`config.mk`:
```
export PLATFORM = sky130hd
export DESIGN_NAME = riscv_insn_compressor_flat
export DESIGN_NICKNAME = d
export VERILOG_FILES = /design/src/rtl/riscv_insn_compressor_if.sv /design/src/rtl/riscv_insn_compressor.sv /design/src/flat_wrapper.sv
export SDC_FILE = /design/constraint.sdc
export NUM_CORES = 1
export LEC_CHECK = 0
export ABC_CLOCK_PERIOD_IN_PS = 2300
export CAP_MARGIN = 25
export CORE_MARGIN = 5
export CORE_UTILIZATION = 41
export DETAILED_ROUTE_END_ITERATION = 12
export GPL_TIMING_DRIVEN = 0
export MAX_ROUTING_LAYER = met4
export PLACE_DENSITY = 0.69
export SLEW_MARGIN = 5
export SYNTH_ARGS = -nofsm -noshare
export SYNTH_HDL_FRONTEND = slang
export SYNTH_SLANG_ARGS = --single-unit
```
`constraint.sdc`:
```
create_clock -name clk -period 2.3 [get_ports clk]
set_input_delay 0.46 -clock clk [delete_from_list [all_inputs] [get_ports clk]]
set_output_delay 0.46 -clock clk [all_outputs]
set_load 0.01 [all_outputs]
```
`src/rtl/riscv_insn_compressor_if.sv`:
```
// Stream bundle between the loader/assembler path and instruction memory.
// The input side carries 32-bit RV32I instructions and the output side
// carries densely packed 32-bit memory words.
interface riscv_insn_compressor_if;
  // Instruction input channel
  logic        in_valid;
  logic        in_ready;
  logic [31:0] in_insn;
  logic        in_last;

  // Packed-word output channel
  logic        out_valid;
  logic        out_ready;
  logic [31:0] out_data;
  logic        out_last;

  // Producer/consumer environment around the compressor
  modport master (
    output in_valid, in_insn, in_last, out_ready,
    input  in_ready, out_valid, out_data, out_last
  );

  // The compressor itself
  modport slave (
    input  in_valid, in_insn, in_last, out_ready,
    output in_ready, out_valid, out_data, out_last
  );
endinterface

```
`src/rtl/riscv_insn_compressor.sv`:
```
// Streaming RVC compressor. Each accepted RV32I instruction is re-encoded
// as a 16-bit RVC parcel when it falls in the supported subset, otherwise
// it is kept as a 32-bit parcel. Parcels are packed little-endian into
// 32-bit words (lower halfword = earlier parcel). A stream ending on a
// half-filled word is padded with C.NOP (16'h0001) so the decompressor on
// the fetch side sees only legal instructions.
module riscv_insn_compressor #(
  parameter int CNT_W = 16
) (
  input  logic                 clk,
  input  logic                 rst_n,
  input  logic                 compress_en,
  riscv_insn_compressor_if.slave bus,
  output logic [CNT_W-1:0]     saved_cnt
);

  // RV32I major opcodes of the instructions we know how to shrink
  localparam logic [6:0] OP_IMM   = 7'b0010011;
  localparam logic [6:0] OP_LOAD  = 7'b0000011;
  localparam logic [6:0] OP_STORE = 7'b0100011;
  localparam logic [6:0] OP_REG   = 7'b0110011;

  // Padding parcel used to fill the upper half of a final word
  localparam logic [15:0] C_NOP   = 16'h0001;

  // Packing state: EMPTY = no pending half, HALF = one parcel half waiting
  // for a partner, FLUSH = upper half of a trailing 32-bit parcel still
  // has to go out in its own padded word.
  typedef enum logic [1:0] {
    EMPTY = 2'd0,
    HALF  = 2'd1,
    FLUSH = 2'd2
  } pack_state_t;

  pack_state_t      state;
  logic [15:0]      pending;
  logic             out_valid_q;
  logic [31:0]      out_data_q;
  logic             out_last_q;
  logic [CNT_W-1:0] saved_cnt_q;

  // ---------------------------------------------------------------------
  // Instruction field extraction
  // ---------------------------------------------------------------------
  logic [6:0]  opcode;
  logic [4:0]  rd;
  logic [2:0]  funct3;
  logic [4:0]  rs1;
  logic [4:0]  rs2;
  logic [6:0]  funct7;
  logic [11:0] imm_i;
  logic [11:0] imm_s;

  assign opcode = bus.in_insn[6:0];
  assign rd     = bus.in_insn[11:7];
  assign funct3 = bus.in_insn[14:12];
  assign rs1    = bus.in_insn[19:15];
  assign rs2    = bus.in_insn[24:20];
  assign funct7 = bus.in_insn[31:25];
  assign imm_i  = bus.in_insn[31:20];
  assign imm_s  = {bus.in_insn[31:25], bus.in_insn[11:7]};

  // Instruction class qualifiers
  logic is_addi, is_lw, is_sw, is_add;

  assign is_addi = (opcode == OP_IMM)   && (funct3 == 3'b000);
  assign is_lw   = (opcode == OP_LOAD)  && (funct3 == 3'b010);
  assign is_sw   = (opcode == OP_STORE) && (funct3 == 3'b010);
  assign is_add  = (opcode == OP_REG)   && (funct3 == 3'b000) && (funct7 == 7'b0);

  // The 3-bit register fields of the CIW/CL/CS formats reach only x8..x15
  logic rd_prime, rs1_prime, rs2_prime;

  assign rd_prime  = (rd[4:3]  == 2'b01);
  assign rs1_prime = (rs1[4:3] == 2'b01);
  assign rs2_prime = (rs2[4:3] == 2'b01);

  // Immediate range checks
  //   imm6_ok    : sign-extended value fits in 6 bits (-32..31)
  //   spn_imm_ok : 0 < imm < 1024, word aligned
  //   lw_off_ok  : 0 <= off < 128, word aligned (load offset)
  //   sw_off_ok  : same limits for the store offset
  logic imm6_ok, spn_imm_ok, lw_off_ok, sw_off_ok;

  assign imm6_ok    = (imm_i[11:5] == 7'h00) || (imm_i[11:5] == 7'h7f);
  assign spn_imm_ok = (imm_i[11:10] == 2'b00) && (imm_i[1:0] == 2'b00) &&
                      (imm_i != 12'h000);
  assign lw_off_ok  = (imm_i[11:7] == 5'h00) && (imm_i[1:0] == 2'b00);
  assign sw_off_ok  = (imm_s[11:7] == 5'h00) && (imm_s[1:0] == 2'b00);

  // ---------------------------------------------------------------------
  // Compression: first matching rule wins, nothing matches when disabled
  // ---------------------------------------------------------------------
  logic        c_valid;
  logic [15:0] c_parcel;

  // Combinational RVC encoder for the instruction on the input port
  always_comb begin
    // NOTE: every output of a combinational block gets a default first so no
    // path through the if-chain leaves it unassigned and infers a latch.
    c_valid  = 1'b0;
    c_parcel = 16'h0000;
    if (compress_en) begin
      if (is_addi && (rs1 == 5'd2) && rd_prime && spn_imm_ok) begin
        // C.ADDI4SPN
        c_valid  = 1'b1;
        c_parcel = {3'b000, imm_i[5:4], imm_i[9:6], imm_i[2], imm_i[3],
                    rd[2:0], 2'b00};
      end else if (is_lw && rd_prime && rs1_prime && lw_off_ok) begin
        // C.LW
        c_valid  = 1'b1;
        c_parcel = {3'b010, imm_i[5:3], rs1[2:0], imm_i[2], imm_i[6],
                    rd[2:0], 2'b00};
      end else if (is_sw && rs2_prime && rs1_prime && sw_off_ok) begin
        // C.SW
        c_valid  = 1'b1;
        c_parcel = {3'b110, imm_s[5:3], rs1[2:0], imm_s[2], imm_s[6],
                    rs2[2:0], 2'b00};
      end else if (is_addi && (rd == 5'd0) && (rs1 == 5'd0) && (imm_i == 12'h000)) begin
        // Canonical NOP
        c_valid  = 1'b1;
        c_parcel = C_NOP;
      end else if (is_addi && (rs1 == 5'd0) && (rd != 5'd0) && imm6_ok) begin
        // C.LI
        c_valid  = 1'b1;
        c_parcel = {3'b010, imm_i[5], rd, imm_i[4:0], 2'b01};
      end else if (is_addi && (rd == rs1) && (rd != 5'd0) &&
                   (imm_i != 12'h000) && imm6_ok) begin
        // C.ADDI
        c_valid  = 1'b1;
        c_parcel = {3'b000, imm_i[5], rd, imm_i[4:0], 2'b01};
      end else if (is_add && (rs1 == 5'd0) && (rd != 5'd0) && (rs2 != 5'd0)) begin
        // C.MV
        c_valid  = 1'b1;
        c_parcel = {4'b1000, rd, rs2, 2'b10};
      end else if (is_add && (rd == rs1) && (rd != 5'd0) && (rs2 != 5'd0)) begin
        // C.ADD
        c_valid  = 1'b1;
        c_parcel = {4'b1001, rd, rs2, 2'b10};
      end
    end
  end

  // ---------------------------------------------------------------------
  // Handshake
  // ---------------------------------------------------------------------
  // The output register can take a new word when it is empty or being
  // drained this cycle. In FLUSH the slot is reserved for the padded tail
  // word, so no new instruction is taken.
  logic slot_free;
  logic accept;

  assign slot_free    = !out_valid_q || bus.out_ready;
  assign bus.in_ready = (state != FLUSH) && slot_free;
  assign accept       = bus.in_valid && bus.in_ready;

  assign bus.out_valid = out_valid_q;
  assign bus.out_data  = out_data_q;
  assign bus.out_last  = out_last_q;
  assign saved_cnt     = saved_cnt_q;

  // ---------------------------------------------------------------------
  // Packing FSM with registered outputs and statistics counter
  // ---------------------------------------------------------------------
  // Pack accepted parcels into output words and count compressed ones
  always_ff @(posedge clk or negedge rst_n) begin
    if (!rst_n) begin
      // Reset drops any pending half and any stalled output word, so no
      // partial word can escape after reset is released.
      state       <= EMPTY;
      pending     <= 16'h0000;
      out_valid_q <= 1'b0;
      out_data_q  <= 32'h0000_0000;
      out_last_q  <= 1'b0;
      saved_cnt_q <= '0;
    end else begin
      // NOTE: state is updated with non-blocking assignments so every
      // statement below sees the pre-edge values; the later assignment to
      // out_valid_q simply overrides this default drain when a word is
      // produced in the same cycle.
      if (out_valid_q && bus.out_ready) begin
        out_valid_q <= 1'b0;
      end

      // Saturating count of instructions that shrank to 16 bits
      if (accept && c_valid && (saved_cnt_q != {CNT_W{1'b1}})) begin
        saved_cnt_q <= saved_cnt_q + CNT_W'(1);
      end

      case (state)
        EMPTY: begin
          if (accept) begin
            if (c_valid) begin
              if (bus.in_last) begin
                // Lone parcel at end of stream: pad with C.NOP
                out_valid_q <= 1'b1;
                out_data_q  <= {C_NOP, c_parcel};
                out_last_q  <= 1'b1;
              end else begin
                // Hold the parcel until its partner arrives; any stalled
                // word keeps its out_valid untouched.
                pending <= c_parcel;
                state   <= HALF;
              end
            end else begin
              // Word-aligned 32-bit parcel goes straight out
              out_valid_q <= 1'b1;
              out_data_q  <= bus.in_insn;
              out_last_q  <= bus.in_last;
            end
          end
        end

        HALF: begin
          if (accept) begin
            out_valid_q <= 1'b1;
            if (c_valid) begin
              // Two 16-bit parcels complete the word
              out_data_q <= {c_parcel, pending};
              out_last_q <= bus.in_last;
              state      <= EMPTY;
            end else begin
              // 32-bit parcel straddles two words: low half goes now,
              // high half becomes the new pending half.
              out_data_q <= {bus.in_insn[15:0], pending};
              out_last_q <= 1'b0;
              pending    <= bus.in_insn[31:16];
              if (bus.in_last) begin
                state <= FLUSH;
              end
            end
          end
        end

        FLUSH: begin
          // Emit the trailing high half padded with C.NOP
          if (slot_free) begin
            out_valid_q <= 1'b1;
            out_data_q  <= {C_NOP, pending};
            out_last_q  <= 1'b1;
            state       <= EMPTY;
          end
        end

        default: begin
          state <= EMPTY;
        end
      endcase
    end
  end

endmodule
```
`src/flat_wrapper.sv`:
```
// flat-port wrapper written by rule: the top's interface ports become plain ports
module riscv_insn_compressor_flat 
#(
  parameter int CNT_W = 16
)
  (clk, rst_n, compress_en, saved_cnt, bus_in_valid, bus_in_insn, bus_in_last, bus_out_ready, bus_in_ready, bus_out_valid, bus_out_data, bus_out_last);
  riscv_insn_compressor_if bus_i ();
  input  logic clk;
  input  logic rst_n;
  input  logic compress_en;
  output logic [CNT_W-1:0] saved_cnt;
  input wire logic [$bits(bus_i.in_valid)-1:0] bus_in_valid;
  input wire logic [$bits(bus_i.in_insn)-1:0] bus_in_insn;
  input wire logic [$bits(bus_i.in_last)-1:0] bus_in_last;
  input wire logic [$bits(bus_i.out_ready)-1:0] bus_out_ready;
  output wire logic [$bits(bus_i.in_ready)-1:0] bus_in_ready;
  output wire logic [$bits(bus_i.out_valid)-1:0] bus_out_valid;
  output wire logic [$bits(bus_i.out_data)-1:0] bus_out_data;
  output wire logic [$bits(bus_i.out_last)-1:0] bus_out_last;
  assign bus_i.in_valid = bus_in_valid;
  assign bus_i.in_insn = bus_in_insn;
  assign bus_i.in_last = bus_in_last;
  assign bus_i.out_ready = bus_out_ready;
  assign bus_in_ready = bus_i.in_ready;
  assign bus_out_valid = bus_i.out_valid;
  assign bus_out_data = bus_i.out_data;
  assign bus_out_last = bus_i.out_last;
  riscv_insn_compressor #(.CNT_W(CNT_W)) u_core (.clk(clk), .rst_n(rst_n), .compress_en(compress_en), .bus(bus_i), .saved_cnt(saved_cnt));
endmodule
```
==> qor.yml <==
timing:
  fmax_ghz: 0.317
  fin_ws_ns: -0.850
  worst_slew_pin_slew_ns: 0.776
  period_needed_ns: 3.15
  hold_viol: 0
  relSlewSlack: 0.483
  rsz0062_at_grt: "yes"
  finalSetupViolCount: 68
  clock_skew_ns: 0.0172
  fin_crit_sh: 1.37
  drv_slew: 0
critical_path:
  crit_top_cell: "or4_4"
  crit_slowest_cell: "or4_4"
  rr_startpoint: "u_core.state[1]$_DFFE_PN0P_"
  critPathLaunchType: "input port"
  max_stage_delay_ns: 0.60
  worstPathMaxFanout: 8
  crit_chain: "buf_12, or4_4, or4_4, or4_4, o211ai_4, buf_6, buf_6, nor2_4, o21a_4, buf_8, mux2_2"
  endpoint_kind: "register"
  critPathLaunch: "bus_in_insn[29]"
  critPathKind: "in -> reg"
  worst_ep_required_time_ns: 2.57
  cp_top_family: "simple AND/OR/NAND/NOR gates"
  cp.depth: 11
  reg2regPathDepth: 10
  cp.arrival_ns: 3.42
  critPathBufInv: 4
yosys:
  synth_ff_type: "dfrtp_1"
  synth_top_area_frac: 0.406
  ys_types: 62
  avgSynthCellArea_um2: 8.51
  ys_ff_latch: 68
  synth_edf_count: 0
  async_flop_share: 1.00
  ys_seq_area_frac: 0.406
  yosys-top-cells-count: "70 x nand2_1, 68 x dfrtp_1, 55 x nor2_1, 24 x a21oi_1, 24 x o21ai_0"
  yosysMostFrequentCell: "nand2_1"
  yosysWarnings: 0
  synth_largest_area_cell: "dfrtp_1"
  synth_nets: 535
  synth.area.top_cells: "dfrtp_1 41%, nand2_1 6.3%, nor2_1 4.9%"
  syn_inst: 492
  syn_area_um2: 4190
global_route:
  antenna_found_initial: 0
  gr-total-overflow: 0
  grt.total_usage: 0.271
  grt_pass1_vias: 4362
  grt_start_max_net_pins: 47
  grt_pass1_wl_mm: 25.4
die:
  die_x_um: 111
  die_area_um2: 12300
  die_h_um: 111
  fp.coreArea_um2: 10100
  rows: 37
  ioPinCount: 89
  start_util: 0.413
power_and_ir_drop:
  p_comb_frac: 0.570
  p_int_w: 0.00411
  ir_worst_vdd_mv: 0.618
  p_clk_frac: 0.162
  p_sw_w: 0.00273
  p_seq_frac: 0.268
  swShare: 0.399
  fin_total_pwr_w: 0.00684
  powerDensity_nw_per_um2: 1020
  p_leak_nw: 2.78
clocking:
  clock_latency_ns: 0.37
  clkTransAtPathRegs_ns: 0.10
  clock-sinks: 68
  clockBufferDepth: 2
  cts_max_level: 3
  root_buffer: "clkbuf_8"
  cts_buffers: 9
  cts_tree: "built"
run_status:
  status: "complete, but fails checks"
  failed_checks: "negative setup slack"
detailed_routing:
  ant_nets: 0
  vias_per_cell: 6.05
  wl_per_cell_um: 23.4
  vias: 4643
  route.detailed.drc: 0
  initialDrtViolationCount: 519
  routed_wl_mm: 18.0
  firstDrtPassIters: 7
placement:
  place_inst: 712
  hpwl_mm: 11.9
  portBuffers: 83
  gp_congestion: 1.04
finish:
  area_growth_pct: 60.8
  antennaDiodeCount: 0
  fin_nets: 670
  fin_cells: 768
  drive_gt1_frac: 0.290
min_path:
  worstHoldStart: "bus_in_insn[29]"
  holdPathStages: 3
  hold_class: "in -> reg"
job:
  cap_violations: 0
==> sequential cells by signal, indices dropped and copies added (netlist names) <==
name and count:
u_core.bus.out_data 32, u_core.pending 16, u_core.saved_cnt 16, u_core.state 2
u_core.bus.out_last 1, u_core.bus.out_valid 1
==> layout by cell type, fill, tap and decap left out, types with 5 or more instances in the layout <==
master	n
dfrtp_1	68
nand3_1	17
a2bb2oi_2	5
buf_12	7
buf_4	19
clkdlybuf4s50_1	67
clkbuf_1	13
clkbuf_16	5
buf_8	8
a22oi_1	6
nor2_4	14
xor2_1	7
or4_4	5
o21a_1	15
nand3_2	5
clkbuf_8	11
nor2_2	7
nand4_1	6
o211ai_1	11
nor2_1	34
nand2_1	63
inv_1	10
nand2_2	5
nand2b_1	5
xnor2_1	10
dlygate4sd2_1	5
a21oi_1	13
o21ai_1	6
a31oi_1	16
buf_6	15
a21oi_2	10
o21ai_0	15
dlymetal6s2s_1	5
==> metrics by stage <==
step	area [µm²]	hold WS [ns]	worst slack (ns)	util	setup TNS (ns)
2_1_floorplan	4290	0.164	-0.920	-	-52.20
6_report	6730	0.372	-0.850	0.664	-49.96
4_1_cts	6080	0.355	-0.856	0.600	-52.85
5_1_grt	6730	0.363	-0.889	0.664	-51.13
3_3_place_gp	5290	0.466	-2.36	0.522	-233.63
3_5_place_dp	5320	0.386	-2.32	0.524	-125.22
==> final timing paths <==
check / endpoint / slack [ns]
min: u_core.pending[13]$_DFFE_PN0P_ / 0.37
max in group asynchronous: u_core.saved_cnt[0]$_DFFE_PN0P_ / 1.23
min reg2reg: u_core.bus.out_data[28]$_DFFE_PN0P_ / 0.49
max: u_core.bus.out_data[21]$_DFFE_PN0P_ / -0.85
min in group asynchronous: u_core.bus.out_data[23]$_DFFE_PN0P_ / 0.52
max reg2reg: u_core.bus.out_data[21]$_DFFE_PN0P_ / -0.42
==> logic make-up (layout without fill, tap and decap cells) <==
| kind of cell | count (synthesis) | in the layout | share of synthesized area |
|---|---|---|---|
| AO/OA/AOI/OAI | 145 | 145 | 0.242 |
| XOR/XNOR | 19 | 19 | 0.0397 |
| flip-flops | 68 | 68 | 0.406 |
| multiplexers | 6 | 6 | 0.0149 |
| adder cells (fa/ha/maj) | 5 | 5 | 0.0149 |
| AND/OR/NAND/NOR | 210 | 210 | 0.246 |
| buffers and inverters | 39 | 179 | 0.0370 |
==> power groups by stage <==
| stage | Sequential [W] | Combinational, W | Clock, W |
|---|---|---|---|
| finish | 0.00183 | 0.00390 | 0.00111 |
| global route | 0.00188 | 0.00409 | 0.00116 |
| CTS | 0.00180 | 0.00296 | 0.00111 |
| detailed placement | 0.00181 | 0.00265 | 0 |
| global placement | 0.00179 | 0.00261 | 0 |
| floorplan | 0.00192 | 0.00130 | 0 |
==> cell type report <==
type                            instances  area (µm²)
Buffer                                 26         250
Clock inverter                          7        83.8
Multi-Input combinational cell        385        2980
Clock buffer                            9         124
Sequential cell                        68        1700
Tap cell                              136         170
Fill cell                             780        3400
Timing Repair Buffer                  127        1390
Inverter                               10        37.5
==> layer usage <==
metal | vias to the layer above | global-route usage | share of wire
met5 | - | - | 0
met4 | 0 | 0.0697 | 0.029
met3 | 50 | 0.0338 | 0.079
met2 | 252 | 0.409 | 0.46
met1 | 2262 | 0.387 | 0.44
li1 | 2079 | - | -
==> repair_timing <==
item                       CTS  global route
hold buffers                 1             0
setup buffers               16            18
gates cloned                 4             5
resized for setup          114           106
pin swaps                   19            27
setup endpoints to repair   69            68
hold endpoints to repair     6             0
==> worst min-delay path: cells and delay by family <==
family                 cells  cell delay (ns)
buffers and inverters      1             0.12
AND/OR/NAND/NOR            1             0.06
AO/OA/AOI/OAI              1             0.06
(Power assumes the default switching activity.)
